$ cat config.mk
export PLATFORM = sky130hd
export DESIGN_NAME = exu_div_wb_buf_flat
export DESIGN_NICKNAME = d
export VERILOG_FILES = /design/src/rtl/exu_div_wb_buf_if.sv /design/src/rtl/exu_div_wb_buf.sv /design/src/flat_wrapper.sv
export SDC_FILE = /design/constraint.sdc
export NUM_CORES = 1
export LEC_CHECK = 0
export CELL_PAD_IN_SITES_DETAIL_PLACEMENT = 0
export CELL_PAD_IN_SITES_GLOBAL_PLACEMENT = 1
export CORE_MARGIN = 2
export CORE_UTILIZATION = 30
export DETAILED_ROUTE_END_ITERATION = 7
export PLACE_DENSITY = 0.65
export SYNTH_ARGS = -nofsm -noshare
export SYNTH_HDL_FRONTEND = slang
export SYNTH_SLANG_ARGS = --single-unit
$ cat constraint.sdc
create_clock -name clk -period 3.1 [get_ports clk]
set_clock_uncertainty 0.15 [all_clocks]
set_input_delay 0.31 -clock clk [delete_from_list [all_inputs] [get_ports clk]]
set_output_delay 0.31 -clock clk [all_outputs]
set_load 0.02 [all_outputs]
$ cat src/rtl/exu_div_wb_buf_if.sv
// Divide writeback buffer bus: divider finish in, GPR write port out, decode query and status.
interface exu_div_wb_buf_if #(
  parameter int unsigned XLEN  = 32,
  parameter int unsigned DEPTH = 2,
  parameter int unsigned AW    = 5
);
  localparam int unsigned CW = $clog2(DEPTH) + 1;

  logic            div_finish_i;
  logic [XLEN-1:0] div_result_i;
  logic [AW-1:0]   div_rd_i;
  logic            div_kill_i;
  logic            port_busy_i;
  logic            wen_o;
  logic [AW-1:0]   waddr_o;
  logic [XLEN-1:0] wdata_o;
  logic [AW-1:0]   query_rs_i;
  logic            query_hit_o;
  logic [XLEN-1:0] query_data_o;
  logic            full_o;
  logic [CW-1:0]   count_o;
  logic            overflow_o;

  modport master (
    output div_finish_i, div_result_i, div_rd_i, div_kill_i, port_busy_i, query_rs_i,
    input  wen_o, waddr_o, wdata_o, query_hit_o, query_data_o, full_o, count_o, overflow_o
  );

  modport slave (
    input  div_finish_i, div_result_i, div_rd_i, div_kill_i, port_busy_i, query_rs_i,
    output wen_o, waddr_o, wdata_o, query_hit_o, query_data_o, full_o, count_o, overflow_o
  );
endinterface

$ cat src/rtl/exu_div_wb_buf.sv
// In-order buffer holding divide results until the shared GPR write port is free.
// I0/I1 own the port whenever port_busy_i is set; decode gets a pending-rd query.
module exu_div_wb_buf #(
  parameter int unsigned XLEN  = 32,
  parameter int unsigned DEPTH = 2,
  parameter int unsigned AW    = 5
) (
  input logic             clk,
  input logic             rst,
  exu_div_wb_buf_if.slave bus
);
  localparam int unsigned PW = $clog2(DEPTH);
  localparam int unsigned CW = PW + 1;

  logic [AW-1:0]   rd_q   [DEPTH];
  logic [XLEN-1:0] data_q [DEPTH];
  logic [PW-1:0]   wr_ptr_q, wr_ptr_d;
  logic [PW-1:0]   rd_ptr_q, rd_ptr_d;
  logic [CW-1:0]   count_q,  count_d;
  logic            overflow_q, overflow_d;

  logic            full_c;
  logic            push_c;
  logic            pop_c;
  logic            accept_c;
  logic            wen_c;
  logic [AW-1:0]   waddr_c;
  logic [XLEN-1:0] wdata_c;
  logic            hit_c;
  logic [XLEN-1:0] qdata_c;

  assign full_c   = (count_q == CW'(DEPTH));
  assign push_c   = bus.div_finish_i & ~bus.div_kill_i & (bus.div_rd_i != '0);
  assign wen_c    = (count_q != '0) & ~bus.port_busy_i;
  assign pop_c    = wen_c;
  // A full buffer still takes a finish when the head drains in the same cycle.
  assign accept_c = push_c & (~full_c | pop_c);

  always_comb begin
    waddr_c    = '0;
    wdata_c    = '0;
    rd_ptr_d   = rd_ptr_q;
    wr_ptr_d   = wr_ptr_q;
    count_d    = count_q;
    overflow_d = overflow_q;
    if (count_q != '0) begin
      waddr_c = rd_q[rd_ptr_q];
      wdata_c = data_q[rd_ptr_q];
    end
    if (pop_c)    rd_ptr_d = rd_ptr_q + PW'(1);
    if (accept_c) wr_ptr_d = wr_ptr_q + PW'(1);
    count_d = count_q + CW'(accept_c) - CW'(pop_c);
    if (push_c & ~accept_c) overflow_d = 1'b1;
  end

  // Walk valid entries oldest to youngest so the youngest match is left standing.
  always_comb begin
    hit_c   = 1'b0;
    qdata_c = '0;
    for (int unsigned k = 0; k < DEPTH; k++) begin
      if ((CW'(k) < count_q) && (bus.query_rs_i != '0) &&
          (rd_q[rd_ptr_q + PW'(k)] == bus.query_rs_i)) begin
        hit_c   = 1'b1;
        qdata_c = data_q[rd_ptr_q + PW'(k)];
      end
    end
  end

  always_ff @(posedge clk or posedge rst) begin
    if (rst) begin
      wr_ptr_q   <= '0;
      rd_ptr_q   <= '0;
      count_q    <= '0;
      overflow_q <= 1'b0;
      for (int unsigned i = 0; i < DEPTH; i++) begin
        rd_q[i]   <= '0;
        data_q[i] <= '0;
      end
    end else begin
      wr_ptr_q   <= wr_ptr_d;
      rd_ptr_q   <= rd_ptr_d;
      count_q    <= count_d;
      overflow_q <= overflow_d;
      if (accept_c) begin
        rd_q[wr_ptr_q]   <= bus.div_rd_i;
        data_q[wr_ptr_q] <= bus.div_result_i;
      end
    end
  end

  assign bus.wen_o        = wen_c;
  assign bus.waddr_o      = waddr_c;
  assign bus.wdata_o      = wdata_c;
  assign bus.query_hit_o  = hit_c;
  assign bus.query_data_o = qdata_c;
  assign bus.full_o       = full_c;
  assign bus.count_o      = count_q;
  assign bus.overflow_o   = overflow_q;
endmodule

$ cat src/flat_wrapper.sv
// flat-port wrapper written by rule: the top's interface ports become plain ports
module exu_div_wb_buf_flat 
#(
  parameter int unsigned XLEN  = 32,
  parameter int unsigned DEPTH = 2,
  parameter int unsigned AW    = 5
)
  (clk, rst, bus_div_finish_i, bus_div_result_i, bus_div_rd_i, bus_div_kill_i, bus_port_busy_i, bus_query_rs_i, bus_wen_o, bus_waddr_o, bus_wdata_o, bus_query_hit_o, bus_query_data_o, bus_full_o, bus_count_o, bus_overflow_o);
  exu_div_wb_buf_if #(.XLEN(XLEN), .DEPTH(DEPTH), .AW(AW)) bus_i ();
  input logic clk;
  input logic rst;
  input wire logic [$bits(bus_i.div_finish_i)-1:0] bus_div_finish_i;
  input wire logic [$bits(bus_i.div_result_i)-1:0] bus_div_result_i;
  input wire logic [$bits(bus_i.div_rd_i)-1:0] bus_div_rd_i;
  input wire logic [$bits(bus_i.div_kill_i)-1:0] bus_div_kill_i;
  input wire logic [$bits(bus_i.port_busy_i)-1:0] bus_port_busy_i;
  input wire logic [$bits(bus_i.query_rs_i)-1:0] bus_query_rs_i;
  output wire logic [$bits(bus_i.wen_o)-1:0] bus_wen_o;
  output wire logic [$bits(bus_i.waddr_o)-1:0] bus_waddr_o;
  output wire logic [$bits(bus_i.wdata_o)-1:0] bus_wdata_o;
  output wire logic [$bits(bus_i.query_hit_o)-1:0] bus_query_hit_o;
  output wire logic [$bits(bus_i.query_data_o)-1:0] bus_query_data_o;
  output wire logic [$bits(bus_i.full_o)-1:0] bus_full_o;
  output wire logic [$bits(bus_i.count_o)-1:0] bus_count_o;
  output wire logic [$bits(bus_i.overflow_o)-1:0] bus_overflow_o;
  assign bus_i.div_finish_i = bus_div_finish_i;
  assign bus_i.div_result_i = bus_div_result_i;
  assign bus_i.div_rd_i = bus_div_rd_i;
  assign bus_i.div_kill_i = bus_div_kill_i;
  assign bus_i.port_busy_i = bus_port_busy_i;
  assign bus_i.query_rs_i = bus_query_rs_i;
  assign bus_wen_o = bus_i.wen_o;
  assign bus_waddr_o = bus_i.waddr_o;
  assign bus_wdata_o = bus_i.wdata_o;
  assign bus_query_hit_o = bus_i.query_hit_o;
  assign bus_query_data_o = bus_i.query_data_o;
  assign bus_full_o = bus_i.full_o;
  assign bus_count_o = bus_i.count_o;
  assign bus_overflow_o = bus_i.overflow_o;
  exu_div_wb_buf #(.XLEN(XLEN), .DEPTH(DEPTH), .AW(AW)) u_core (.clk(clk), .rst(rst), .bus(bus_i));
endmodule
==> impl_metrics.xml <==
<?xml version="1.0" encoding="UTF-8"?>
<metrics>
  <group name="critical_path">
    <metric name="worstReg2RegEnd" unit="">u_core.bus.count_o[1]</metric>
    <metric name="timing.reg2reg.setup_slack" unit="ns">0.81</metric>
    <metric name="crit_type" unit="">reg -&gt; out</metric>
    <metric name="crit-reg2reg-launch" unit="">u_core.bus.count_o[1]</metric>
    <metric name="timing.critical_path.from_type" unit="">flip-flop</metric>
    <metric name="critical_path_data_required_time" unit="ns">2.64</metric>
    <metric name="crit_path_end_kind" unit="">primary output</metric>
    <metric name="worst-path-max-fanout" unit="">6</metric>
    <metric name="worst-r2r-cell-count" unit="">8</metric>
    <metric name="worst-endpoint-arrival" unit="ns">2.71</metric>
  </group>
  <group name="timing">
    <metric name="worst_slew_margin_rel" unit="%">60.2</metric>
    <metric name="grt_setup_unrepaired" unit="">yes</metric>
    <metric name="clock.fmax" unit="GHz">0.316</metric>
    <metric name="postLayoutSetupSlackWorst" unit="ns">-0.0681</metric>
    <metric name="max_slew.worst_pin.slew" unit="ns">0.592</metric>
    <metric name="finalSetupViolations" unit="">31</metric>
    <metric name="final_period_minus_worst_setup_slack" unit="ns">3.17</metric>
    <metric name="finalHoldViolCount" unit="">0</metric>
    <metric name="hold_ws" unit="ns">0.207</metric>
    <metric name="slew_violations" unit="">0</metric>
    <metric name="period_share" unit="%">102</metric>
  </group>
  <group name="floorplanning">
    <metric name="row_count" unit="">43</metric>
    <metric name="floorplan.initialDensity" unit="%">30.4</metric>
    <metric name="fp.dieH" unit="µm">122</metric>
    <metric name="num_io_pins" unit="">122</metric>
    <metric name="die_width" unit="µm">122</metric>
    <metric name="placeableCoreArea" unit="µm²">13700</metric>
    <metric name="design.die.area" unit="µm²">14900</metric>
  </group>
  <group name="drt">
    <metric name="first_iter_violations" unit="">143</metric>
    <metric name="viasPerCell" unit="">4.76</metric>
    <metric name="total_via_count_after_detailed_routing" unit="">3187</metric>
    <metric name="drt_pass1_iterations" unit="">4</metric>
    <metric name="drt.antenna.violating_nets" unit="">0</metric>
    <metric name="detailed_route_drc_error_count" unit="">0</metric>
    <metric name="sum_of_routed_wire_length_over_all_layers" unit="mm">11.7</metric>
    <metric name="routedWlPerCell" unit="µm">17.4</metric>
  </group>
  <group name="cts">
    <metric name="numClockSinks" unit="">79</metric>
    <metric name="cts-root-to-sink-buffers" unit="">2</metric>
    <metric name="clockRootBuffer" unit="">sky130_fd_sc_hd__clkbuf_16</metric>
    <metric name="path_clk_slew" unit="ns">0.06</metric>
    <metric name="clock_tree_from_tritoncts" unit="">yes</metric>
    <metric name="cts_buffers" unit="">9</metric>
    <metric name="worstSkewPairLatency" unit="ns">0.32</metric>
    <metric name="cts.htree.levels" unit="">3</metric>
  </group>
  <group name="placed_design">
    <metric name="place_area" unit="µm²">5740</metric>
    <metric name="post-place-cells" unit="">645</metric>
    <metric name="post-dp-hpwl" unit="mm">7.46</metric>
    <metric name="io_buffer_count" unit="">121</metric>
    <metric name="place_congestion" unit="">0.786</metric>
    <metric name="placement.setup.worst_slack" unit="ns">-0.376</metric>
  </group>
  <group name="global_routing">
    <metric name="track_usage" unit="%">15.2</metric>
    <metric name="grt_util_met3" unit="%">2.29</metric>
    <metric name="number_of_global_route_vias_before_repair" unit="">3354</metric>
    <metric name="grt.busiest_layer" unit="">met2</metric>
    <metric name="grt_max_degree" unit="">49</metric>
    <metric name="wire_length_of_the_first_global_routing_pass" unit="mm">17.4</metric>
    <metric name="antenna_violations_before_repair" unit="">0</metric>
    <metric name="use_met1" unit="%">19.3</metric>
    <metric name="grt_overflow_total" unit="">0</metric>
    <metric name="use_met2" unit="%">26.9</metric>
  </group>
  <group name="synthesis">
    <metric name="mappedNetlistArea" unit="µm²">4170</metric>
    <metric name="synth_edf_count" unit="">0</metric>
    <metric name="synth.yosys.seq_area_share" unit="%">47.4</metric>
    <metric name="syn_area_per_cell" unit="µm²">12.3</metric>
    <metric name="ys_ff_latch" unit="">79</metric>
    <metric name="number_of_cells_produced_by_synthesis" unit="">340</metric>
    <metric name="synth_fp_nets" unit="">389</metric>
    <metric name="syn_warnings" unit="">0</metric>
    <metric name="async_flop_share" unit="%">100</metric>
    <metric name="synthFlopType" unit="">sky130_fd_sc_hd__dfrtp_1</metric>
    <metric name="synth_cell_types" unit="">34</metric>
  </group>
  <group name="final_layout">
    <metric name="drive_gt1_share" unit="%">34.5</metric>
    <metric name="final.fill_count" unit="">1284</metric>
    <metric name="nNetsFinal" unit="">535</metric>
    <metric name="antennaDiodeCount" unit="">0</metric>
    <metric name="area_growth" unit="%">52.2</metric>
    <metric name="stdcell_count" unit="">670</metric>
    <metric name="finalInstanceArea" unit="µm²">6350</metric>
    <metric name="fin_util" unit="%">46.3</metric>
  </group>
  <group name="run">
    <metric name="max_cap_violations" unit="">0</metric>
  </group>
  <group name="pwr">
    <metric name="p_per_area" unit="nW/µm²">1130</metric>
    <metric name="vdd.ir_drop.worst" unit="µV">436</metric>
    <metric name="static-leakage-power" unit="nW">2.75</metric>
  </group>
  <group name="min_path">
    <metric name="hp-class" unit="">in -&gt; async</metric>
  </group>
  <group name="run_status">
    <metric name="outcome" unit="">complete, but fails checks</metric>
    <metric name="failed_checks" unit="">setup timing</metric>
  </group>
</metrics>
## Yosys cell counts, drive strengths merged, types with 3 or more instances
master / count / area [µm²]
dfrtp: 79 / 1980
mux2: 74 / 833
mux2i: 43 / 455
nor2: 41 / 154
a22o: 31 / 272
buf: 19 / 140
xnor2: 9 / 78.8
inv: 8 / 30.0
clkbuf: 4 / 15.0
nand2: 4 / 17.5
o21ai: 3 / 15.0
xor2: 3 / 26.3
## layout make-up
| class | instances | area [µm²] | area share (%) |
|---|---|---|---|
| timing repair buffer | 158 | 1670 | 26.2 |
| multi-input combinational | 230 | 2110 | 33.3 |
| clock buffer | 10 | 229 | 3.61 |
| clock inverter | 5 | 106 | 1.67 |
| sequential | 79 | 1980 | 31.2 |
| inverter | 8 | 31.3 | 0.493 |
| tap | 180 | 225 | 3.55 |
## how the worst max path moves through the flow
stage,slack [ns],from,end
floorplan,0.57,u_core.rd_ptr_q,bus_query_data_o[10]
global placement,-0.39,bus_query_rs_i[0],bus_query_data_o[10]
detailed placement,-0.38,bus_query_rs_i[0],bus_query_data_o[10]
CTS,-0.13,u_core.rd_ptr_q,bus_query_data_o[4]
global route,-0.18,u_core.rd_ptr_q,bus_query_data_o[23]
finish,-0.07,u_core.rd_ptr_q,bus_query_data_o[6]
## layer usage
layer | vias to the layer above | part of all wire (%)
li1 | 1506 | -
met1 | 1610 | 46
met2 | 66 | 51
met3 | 5 | 3.3
met4 | 0 | 0.42
met5 | - | 0
## kinds of logic (layout without fill, tap and decap cells)
logic type	Yosys count	in the layout	share of synthesized area, %
AO/OA/AOI/OAI	38	38	7.71
adder cells (fa/ha/maj)	2	2	0.600
multiplexers	117	117	30.9
buffers and inverters	31	181	4.44
AND/OR/NAND/NOR	61	61	6.48
XOR/XNOR	12	12	2.52
flip-flops	79	79	47.4
## through the flow
stage                     total power, W  setup TNS [ns]
after floorplan                  0.00414               0
after global placement           0.00568          -11.03
after detailed placement         0.00574          -10.72
after CTS                        0.00708           -2.66
after global routing             0.00759           -4.72
final                            0.00717           -1.45
## worst max-delay path: stages (launching register included)
cell	delay, ns
sky130_fd_sc_hd__dfrtp_2	0.36
sky130_fd_sc_hd__buf_6	0.14
sky130_fd_sc_hd__mux2i_4	0.23
sky130_fd_sc_hd__or3b_4	0.41
sky130_fd_sc_hd__a211oi_4	0.27
sky130_fd_sc_hd__buf_6	0.15
sky130_fd_sc_hd__nand3_4	0.07
sky130_fd_sc_hd__mux2i_4	0.17
sky130_fd_sc_hd__buf_12	0.16
sky130_fd_sc_hd__clkbuf_16	0.15
sky130_fd_sc_hd__a22o_1	0.16
sky130_fd_sc_hd__buf_6	0.12
## cell usage in the layout, fill, tap and decap left out, drive strengths merged, types with 3 or more instances in the layout
master,n
a22o,31
buf,67
bufinv,3
clkbuf,12
clkdlybuf4s50,88
dfrtp,79
inv,8
mux2,74
mux2i,43
nand2,4
nor2,41
o21ai,3
xnor2,9
xor2,3
## where the power goes
part	switching, W	internal [W]
registers	0.000436	0.00157
clock network	0.000412	0.000785
logic	0.00188	0.00209
## timing repair
item                       CTS  global route
cloned                       2             3
hold buffers                 0             0
setup endpoints to repair   33            32
resized for setup          164            61
buffers inserted             9             1
pin swaps                   18            25
## registers in the layout, summed over array words and instances (netlist names)
register               count
u_core.wr_ptr_q            1
u_core.bus.count_o         2
u_core.bus.overflow_o      1
u_core.data_q             64
u_core.rd_ptr_q            1
u_core.rd_q               10
(Power assumes the default switching activity.)
==> RTL edit 1: new RTL, same flow settings <==
`XLEN` is set to 32 in 3 places; all go to 64.
--- a/src/rtl/exu_div_wb_buf_if.sv
+++ b/src/rtl/exu_div_wb_buf_if.sv
@@ -2,3 +2,3 @@
 interface exu_div_wb_buf_if #(
-  parameter int unsigned XLEN  = 32,
+  parameter int unsigned XLEN  = 64,
   parameter int unsigned DEPTH = 2,
--- a/src/rtl/exu_div_wb_buf.sv
+++ b/src/rtl/exu_div_wb_buf.sv
@@ -3,3 +3,3 @@
 module exu_div_wb_buf #(
-  parameter int unsigned XLEN  = 32,
+  parameter int unsigned XLEN  = 64,
   parameter int unsigned DEPTH = 2,
--- a/src/flat_wrapper.sv
+++ b/src/flat_wrapper.sv
@@ -3,3 +3,3 @@
 #(
-  parameter int unsigned XLEN  = 32,
+  parameter int unsigned XLEN  = 64,
   parameter int unsigned DEPTH = 2,
Interface: changed (resized bus_div_result_i, bus_query_data_o and bus_wdata_o); port bits go from 122 to 218. No check against the original RTL was run, so the function may have changed too.
==> RTL edit 1 against the original RTL <==
  * Utilization increased by 0.22 points
  * Non-clock buffer count is 117 higher
  * The run still ends with negative setup slack left
  * Routed wire length up 96%
  * Synthesized area up 76%
  * Setup slack worse by 0.27 ns
  * Sequential cell count rose by 64
  * Register-to-register slack worse by 0.27 ns
  * Combinational power is 72% higher
  * Power up 78%
  * Final area rose by 77%
==> RTL edit 1: results (changes against the original RTL) <==
status finished, violations left; failing checks negative setup slack; top cells by count, synth dfrtp_1, mux2_2, mux2i_1, nor2_1, a22o_1; combinational power 6830 µW (+72%); Post-CTS Setup Bufs 16 (+7); synthesis-to-finish area growth 53.2%; fin cells 1,168 (+74%); Worst Setup Slack, final -0.334 ns (-0.266 ns); Placer Congestion 0.737 (-6.2%); vias per std cell 4.92 (+3.5%); met2 global-route usage 0.317 (+0.0481); P_seq 3660 µW (+83%); TritonCTS buffer count 17 (+8); number of global-route vias before repair 6,208 (+85%); met3 Usage GRT 0.0362 (+0.0132); Finish-stage setup viols 63 (+100%); end point of the critical path bus_query_data_o[22]; worst slew pin tran 0.655 ns (+0.0633 ns); final-layout fill cell count 2,189 (+70%); syn nets 660 (+70%); Placed Instances 1,109 (+72%); met1 GRT Util 0.211 (+0.0174); R2R setup slack 0.54 ns (-0.27 ns); CP max stage delay 0.54 ns (+0.13 ns); largest net degree at the start of global routing 76 (+55%); first-pass GRT wire length 35,300 µm (+100%); max reg flops 128 (+100%); total power 12,800 µW (+78%)
RTL edit 1: area by class of cell:
class,instances,area share
multi-input combinational,389,0.320
sequential,143,0.319
timing repair buffer,275,0.266
clock buffer,20,0.0397
tap,324,0.0361
clock inverter,12,0.0185
inverter,4,0.00167
antenna,1,0.000223
RTL edit 1: per-layer routing:
layer / vias to the layer above / part of all wire
met1: 2979 / 0.42
met3: 30 / 0.037
met5: - / 0.00048
met2: 130 / 0.52
li1: 2608 / -
met4: 2 / 0.016
RTL edit 1: cell families (layout without fill, tap and decap cells):
group / count (synthesis) / in the layout / share of synthesized area
compound gates: 70 / 70 / 0.0828
xor+xnor: 12 / 12 / 0.0143
fa+ha+maj: 2 / 2 / 0.00341
buf+inv: 47 / 311 / 0.0389
flops: 143 / 143 / 0.488
mux: 214 / 214 / 0.319
other cells: 0 / 1 / 0
simple gates: 91 / 91 / 0.0540
==> RTL edit 2: new RTL, same settings <==
Made on the original files. Make the reset (`rst`) synchronous in one clocked block.
--- a/src/rtl/exu_div_wb_buf.sv
+++ b/src/rtl/exu_div_wb_buf.sv
@@ -68,3 +68,3 @@
 
-  always_ff @(posedge clk or posedge rst) begin
+  always_ff @(posedge clk) begin
     if (rst) begin
Check against the original RTL: differs if rst is asserted again (counterexample within 4 cycles, from zero or initial values and one cycle with rst high); with rst held inactive, the same outputs for 4 cycles.
==> RTL edit 2 against the original RTL <==
  * Routed wire length increased by 5.8%
  * Synthesized area increased by 12%
  * Critical endpoint is now bus_query_data_o[0]
  * Final cell count increased by 12%
  * Highest routed layer unchanged
  * Non-clock buffer count decreased by 11
  * Setup slack improved by 0.23 ns
  * Sequential cell count increased by 1
  * Largest cell class is now sequential cells
  * Final area increased by 3.5%
Power is not compared: it rests on default switching activity, and its combinational part moved more than twofold at a synthesized area within 25%.
==> RTL edit 2: results (changes against the original RTL) <==
HPWL after DPL 8010 µm (+7.3%); DP Area 6240 µm² (+8.9%); number of flops mapped to enable cells by yosys 74 (+74); via count 3,437 (+7.8%); largest net degree at the start of global routing 38 (-22%); final-layout fill cell count 1,504 (+17%); Hold Path Class flop to flop; Synth Instances 404 (+19%); Post-synth ARST share 0 (-1.00); GR Util All Layers 0.150 (-0.00199); DRT iter0 DRCs 130 (-9.1%); worst slew pin tran 0.857 ns (+0.266 ns); total negative setup slack 0 ns (+1.45 ns); vias per std cell 4.58 (-3.7%); CP max stage delay 0.54 ns (+0.13 ns); Arrival @ worst endpoint 2.48 ns (-0.23 ns); top cells by count, synth mux2i_1, and2_1, edfxtp_1, nor2_1, nand3_1; part of the Yosys area used for sequential elements 0.500 (+0.0261); Crit Path Max Fanout 17 (+11); Area contributors post-synth edfxtp_1, mux2i_1, and2_1, nor2_1, nand3_1; ratio of cells with drive above 1 in the final layout 0.100 (-0.245); status finished, final reports clean; Placed Instances 727 (+13%); NumNets Final 582 (+8.8%); CP max-delay cell or4_1; first-pass GRT wire length 18,800 µm (+8.1%); Most used DFF post-synth edfxtp_1
RTL edit 2: cell types whose count changed after synthesis, moves of 8 or more:
cell      before  now
a22o_1        31    0
and2_1         1   74
clkbuf_1       4   12
dfrtp_1       79    0
edfxtp_1       0   74
mux2_1         8    0
mux2_2        66    0
mux2i_1       41  105
nand3_1        2   32
RTL edit 2: metrics by stage:
step	setup WS, ns	util	total power, µW
3_3_place_gp	-0.232	0.409	2920
5_1_grt	0.00899	0.431	4160
6_report	0.160	0.431	3960
4_1_cts	0.0276	0.430	4010
3_5_place_dp	-0.252	0.409	2930
2_1_floorplan	0.282	-	2300
RTL edit 2: power groups by stage:
stage / clock network (µW) / logic [µW] / registers, µW
floorplan: 0 / 945 / 1350
global placement: 0 / 1550 / 1380
detailed placement: 0 / 1550 / 1380
CTS: 1030 / 1610 / 1360
global route: 1080 / 1700 / 1380
finish: 1000 / 1600 / 1360
RTL edit 2: repair_timing:
| action | 4_1_cts | 5_1_grt |
|---|---|---|
| gates resized for setup | 36 | 3 |
| gates cloned | 1 | 0 |
| buffers inserted | 6 | 0 |
| setup endpoints to repair | 33 | 2 |
| pin swaps | 3 | 0 |
RTL edit 2: cell type report:
type / count / area share
clock inverters: 5 / 0.00724
flip-flops and latches: 80 / 0.357
well taps: 211 / 0.0402
inverters: 2 / 0.00114
repair buffers: 147 / 0.222
clock buffers: 11 / 0.0354
multi-input cells: 294 / 0.336
RTL edit 2: tightest hold or removal path: stages, from the launching register on:
cell,delay [ns]
dfxtp_1,0.34
a31oi_1,0.04
nor2_1,0.07
RTL edit 2: cells by family after synthesis:
logic type	after synthesis	share of synthesized area
compound gates	6	0.00881
xor+xnor	14	0.0262
fa+ha+maj	1	0.00267
buf+inv	31	0.0393
flops	80	0.500
mux	106	0.227
simple gates	166	0.196
RTL edit 2: path summary, 6_finish.rpt:
kind	from	to	slack (ns)	cells past startpoint
min	u_core.bus.overflow_o	u_core.bus.overflow_o	0.34	2
max	bus_query_rs_i[0]	bus_query_data_o[0]	0.16	8
min reg2reg	u_core.bus.overflow_o	u_core.bus.overflow_o	0.34	2
max reg2reg	u_core.bus.count_o[1]	u_core.rd_q[0][3]	0.56	5
RTL edit 2: metal layers:
metal / wire, µm / GRT usage
met1: 5360 / 0.189
met2: 6270 / 0.263
met3: 557 / 0.0283
met4: 148 / 0.0454
met5: 0 / 0
